[src/rtl/modn_div_ctrl.sv]
// Programmable mod-N clock-enable divider with run/stop control and a handshaked
// ratio-update port; define MODN_DIV_CFG_ERR_EN to reject ratios below 2 via cfg_err.
module modn_div_ctrl #(
    parameter int W         = 8,
    parameter int DEFAULT_N = 5
) (
    input  logic         clk,
    input  logic         rst,
    input  logic         en,
    input  logic         cfg_valid,
    input  logic [W-1:0] cfg_ratio,
    output logic         cfg_ready,
    output logic         clk_out,
    output logic         tick,
    output logic         running,
    output logic [W-1:0] cur_ratio
`ifdef MODN_DIV_CFG_ERR_EN
    ,
    output logic         cfg_err
`endif
);

    typedef enum logic [1:0] {
        S_IDLE = 2'd0,
        S_RUN  = 2'd1,
        S_PEND = 2'd2,
        S_STOP = 2'd3
    } state_t;

    localparam logic [W-1:0] DEF_RATIO = W'(DEFAULT_N);
    localparam logic [W-1:0] ONE       = W'(1);
    localparam logic [W-1:0] TWO       = W'(2);

    state_t       state_q, state_d;
    logic [W-1:0] cnt_q, cnt_d;
    logic [W-1:0] ratio_q, ratio_d;
    logic [W-1:0] pend_q, pend_d;
    logic         clk_out_q, clk_out_d;
    logic         tick_q, tick_d;
    logic         hs, load, period_end, ratio_ok;
    logic [W-1:0] ratio_in;
    logic [W-1:0] high_len_d;

    always_comb begin
        hs         = cfg_valid && (state_q != S_PEND);
        period_end = (state_q != S_IDLE) && (cnt_q == ratio_q - ONE);
`ifdef MODN_DIV_CFG_ERR_EN
        ratio_ok = (cfg_ratio >= TWO);
        ratio_in = cfg_ratio;
`else
        ratio_ok = 1'b1;
        ratio_in = (cfg_ratio < TWO) ? TWO : cfg_ratio;
`endif
        load = hs && ratio_ok;
    end

    always_comb begin
        state_d = state_q;
        cnt_d   = cnt_q;
        ratio_d = ratio_q;
        pend_d  = pend_q;
        case (state_q)
            S_IDLE: begin
                cnt_d = '0;
                if (load) ratio_d = ratio_in;
                if (en)   state_d = S_RUN;
            end
            // RUN and STOP differ only in how they got there; en decides each cycle.
            S_RUN, S_STOP: begin
                if (period_end) begin
                    cnt_d   = '0;
                    if (load) ratio_d = ratio_in;
                    state_d = en ? S_RUN : S_IDLE;
                end else begin
                    cnt_d = cnt_q + ONE;
                    if (load) begin
                        pend_d  = ratio_in;
                        state_d = S_PEND;
                    end else begin
                        state_d = en ? S_RUN : S_STOP;
                    end
                end
            end
            S_PEND: begin
                if (period_end) begin
                    cnt_d   = '0;
                    ratio_d = pend_q;
                    state_d = en ? S_RUN : S_IDLE;
                end else begin
                    cnt_d = cnt_q + ONE;
                end
            end
            default: begin
                state_d = S_IDLE;
                cnt_d   = '0;
            end
        endcase

        // Outputs are registered, so they are computed from the next-state values.
        high_len_d = ratio_d - (ratio_d >> 1);
        clk_out_d  = (state_d != S_IDLE) && (cnt_d < high_len_d);
        tick_d     = (state_d != S_IDLE) && (cnt_d == ratio_d - ONE);
    end

`ifdef MODN_DIV_CFG_ERR_EN
    logic cfg_err_q, cfg_err_d;
    assign cfg_err_d = hs && !ratio_ok;
    always_ff @(posedge clk) begin
        if (rst) cfg_err_q <= 1'b0;
        else     cfg_err_q <= cfg_err_d;
    end
    assign cfg_err = cfg_err_q;
`endif

    always_ff @(posedge clk) begin
        if (rst) begin
            state_q   <= S_IDLE;
            cnt_q     <= '0;
            ratio_q   <= DEF_RATIO;
            pend_q    <= '0;
            clk_out_q <= 1'b0;
            tick_q    <= 1'b0;
        end else begin
            state_q   <= state_d;
            cnt_q     <= cnt_d;
            ratio_q   <= ratio_d;
            pend_q    <= pend_d;
            clk_out_q <= clk_out_d;
            tick_q    <= tick_d;
        end
    end

    assign cfg_ready = (state_q != S_PEND);
    assign running   = (state_q != S_IDLE);
    assign cur_ratio = ratio_q;
    assign clk_out   = clk_out_q;
    assign tick      = tick_q;

endmodule

[config.mk]
export PLATFORM = sky130hd
export DESIGN_NAME = modn_div_ctrl
export DESIGN_NICKNAME = d
export VERILOG_FILES = /design/src/rtl/modn_div_ctrl.sv
export SDC_FILE = /design/constraint.sdc
export NUM_CORES = 1
export LEC_CHECK = 0
export ABC_AREA = 1
export BUFFER_PORTS_ARGS = -buffer_cell sky130_fd_sc_hd__buf_2
export CAP_MARGIN = 20
export CORE_UTILIZATION = 55
export CTS_BUF_LIST = sky130_fd_sc_hd__clkbuf_8
export DETAILED_ROUTE_END_ITERATION = 12
export GPL_TIMING_DRIVEN = 1
export MAX_ROUTING_LAYER = met4
export PLACE_DENSITY_LB_ADDON = 0.2
export SETUP_SLACK_MARGIN = 0.02
export SLEW_MARGIN = 20
export SYNTH_ARGS = -nofsm -noshare
export SYNTH_HDL_FRONTEND = slang
export SYNTH_SLANG_ARGS = --single-unit
[constraint.sdc]
create_clock -name clk -period 4.9 [get_ports clk]
set_input_delay 0.245 -clock clk [delete_from_list [all_inputs] [get_ports clk]]
set_output_delay 0.245 -clock clk [all_outputs]
set_load 0.02 [all_outputs]
==> reports/qor.csv <==
stage,metric,value,unit
route,Metal-1 WL,3.23,mm
clocking,H-Tree Depth,1,
placed_design,placed cell area,0.00286,sq mm
floorplanning,IO Pins,24,
logic_synthesis,share of the synthesized area in the top cell type,0.208,
layout,area of the multi-input gates,0.00181,sq mm
logic_synthesis,Syn Area/Cell,6.14,sq um
logic_synthesis,mux share of post-synthesis cell area,0,
placed_design,routability-driven placement congestion ratio,0.955,
floorplanning,num rows,25,
logic_synthesis,Simple-Gate Fraction of Synth Area,0.387,
logic_synthesis,Yosys cell types,34,
clocking,post-CTS setup buffers,0,
floorplanning,Die Height,72,microns
power,Lkg Pwr,0.00158,uW
logic_synthesis,Synth Flop Type,dfxtp_1,
route,Routed Antenna Nets,0,
floorplanning,die footprint,0.00518,sq mm
logic_synthesis,"area leader, netlist",dfxtp_1,
clocking,post-CTS sizing,0,
placed_design,IO buf count,23,
timing,Worst-Margin Slew,0.492,ns
logic_synthesis,YS warnings,0,
worst_hold_path,hold crit path type,primary input to register,
logic_synthesis,share of the yosys chip area belonging to registers,0.208,
clocking,clock transition at the registers of the reported paths,0.11,ns
logic_synthesis,asr flop ratio synth,0,
flow_run,max-cap check violation count,0,
route,DRT iter0 DRCs,176,
global_routing,GRT overflow,0,
timing,final worst slack,0.642,ns
logic_synthesis,Post-Synth Adder-Cell Area,0.133,
logic_synthesis,largest family of logic cells by synthesized area,simple AND/OR/NAND/NOR gates,
route,total wire length,7.09,mm
route,met2 wire length,3.29,mm
clocking,clk buf depth,2,
timing,setup TNS,0,ns
setup_path,CP Class,register to register,
floorplanning,DIE WIDTH,72,microns
route,Pre-antenna DRT Iters,6,
layout,NumNets Final,500,
clocking,Clock Latency Late Sink,0.29,ns
clocking,Num CTS Buffers,3,
timing,final worst-path cycle share,0.869,
logic_synthesis,Seq cells post-synth,28,
global_routing,pin count of the biggest net entering global routing,16,
logic_synthesis,xor and xnor area share after synthesis,0.0390,
clocking,CTS tree,yes,
clocking,Hold Buf Count CTS,0,
route,Vias,2691,
status,status,"finished, final reports clean",
global_routing,number of global-route vias before repair,2518,
logic_synthesis,"Net Count, Synth",479,
timing,Max Clock Freq,235,MHz
setup_path,Worst setup EP type,register,
layout,Fillers,442,
logic_synthesis,ranking of synthesized cells by area,"dfxtp_1 (21%), nand2_1 (17%), ha_1 (13%)",
global_routing,first-pass GRT wire length,11.9,mm
placed_design,post-place setup slack,0.737,ns
logic_synthesis,"count leader, synth",nand2_1,
layout,post-synthesis to final-layout area growth,7.57,%
setup_path,startpoint types,register,
route,residual DRC count,0,
floorplanning,initial core utilization,0.571,
layout,FF+latch area,561,sq um
logic_synthesis,Post-synth EDFFs,0,
timing,final setup fails,0,
layout,Diodes inserted,0,
logic_synthesis,Compound-Gate Fraction of Synth Area,0.112,
floorplanning,Core Area,0.00472,sq mm
timing,Final Hold Viols,0,
global_routing,Tot GR Track Use,0.307,
placed_design,dpl hpwl,5.79,mm
logic_synthesis,most instantiated cells after synthesis,"nand2_1 (121), inv_1 (68), nor2_1 (49)",
global_routing,initial antenna violation count,0,
route,post-DR wirelength/cell,13.5,microns
route,WL met3,472,microns
route,vias per inst,5.13,
power,power density cells,393,mW/mm^2
setup_path,WP data required,5.12,ns
layout,layout cells sized above 1,0.122,
logic_synthesis,cells after synthesis,439,
timing,clk_skew,0.00677,ns
clocking,# clock sinks,28,
timing,post-route minimum period,4.26,ns
power,Worst VDD drop,220,uV
timing,slew margin rel.,0.672,
route,Highest Signal Layer,met4,
timing,final slew viol count,0,
setup_path,Crit path arrival time,4.48,ns
timing,unrepaired setup endpoints after global routing,no,
layout,cell area after layout,0.00290,sq mm
clocking,clock root buffer,clkbuf_8,
logic_synthesis,mapped cell area,0.00270,sq mm
setup_path,CP max FO,13,
critical path: stages (launching register included):
cell and delay [ns]:
dfxtp_1 0.59, nor2_2 0.19, nor2_1 0.31, inv_2 0.18, o21ai_0 0.31, nand4_1 0.15
nand3_1 0.18, nand3_2 0.13, inv_1 0.19, ha_1 0.30, o21bai_1 0.24, a21oi_1 0.09
o21ai_0 0.27, a21o_1 0.16, a21oi_1 0.06, xor2_1 0.16, ha_1 0.29, a21oi_1 0.13
o2111ai_1 0.12, a21oi_1 0.13
path summary, 6_finish.rpt:
| check | from | endpoint | slack [ns] | depth (start not counted) |
|---|---|---|---|---|
| max reg2reg | state_q[0]$_SDFF_PP0_ | clk_out$_SDFF_PP0_ | 0.64 | 19 |
| min reg2reg | pend_q[2]$_SDFFE_PP0P_ | pend_q[2]$_SDFFE_PP0P_ | 0.47 | 2 |
| min | cfg_ratio[0] | pend_q[0]$_SDFFE_PP0P_ | 0.20 | 3 |
| max | state_q[0]$_SDFF_PP0_ | clk_out$_SDFF_PP0_ | 0.64 | 19 |
where the power goes:
part	switching (uW)	internal (uW)	leakage (uW)
Sequential	27.9	250	0.000229
Combinational	465	260	0.00133
Clock	79.2	55.6	0.0000216
state kept, by name (all words and copies together) (netlist names):
name       flops
clk_out        1
state_q        2
pend_q         8
cnt_q          8
tick           1
cur_ratio      8
layout by cell type (no fill, tap or decap), drive strengths merged, types with 2 or more instances in the layout:
cell type / instances
o21ai: 28
nand3b: 2
nor2: 54
nand2: 128
dfxtp: 28
ha: 27
nor3: 2
inv: 77
buf: 23
a21oi: 21
xnor2: 4
nand3: 30
clkbuf: 3
nand4: 14
xor2: 8
per-layer routing:
| metal | up-vias | track usage |
|---|---|---|
| li1 | 1420 | - |
| met1 | 1189 | 0.389 |
| met2 | 71 | 0.509 |
| met3 | 11 | 0.0444 |
| met4 | 0 | 0.0893 |
| met5 | - | - |
per-stage QoR:
step	total power, uW	hold slack (ns)	std cells	utilization
2_1_floorplan	845	0.314	439	-
3_3_place_gp	980	0.452	522	0.605
3_5_place_dp	998	0.463	522	0.605
6_report	1140	0.204	525	0.614
5_1_grt	1260	0.226	525	0.614
4_1_cts	1130	0.204	525	0.614
area by class of cell:
type | instances | share of cell area
timing repair buffer | 23 | 0.0397
sequential | 28 | 0.193
tap | 67 | 0.0289
multi-input combinational | 327 | 0.624
clock buffer | 3 | 0.0142
inverter | 77 | 0.0997
cell families after synthesis:
logic type	count (synthesis)
XOR/XNOR	12
AO/OA/AOI/OAI	56
flip-flops	28
AND/OR/NAND/NOR	231
buffers and inverters	84
adder cells (fa/ha/maj)	28
Power figures use the tool's default switching activity.
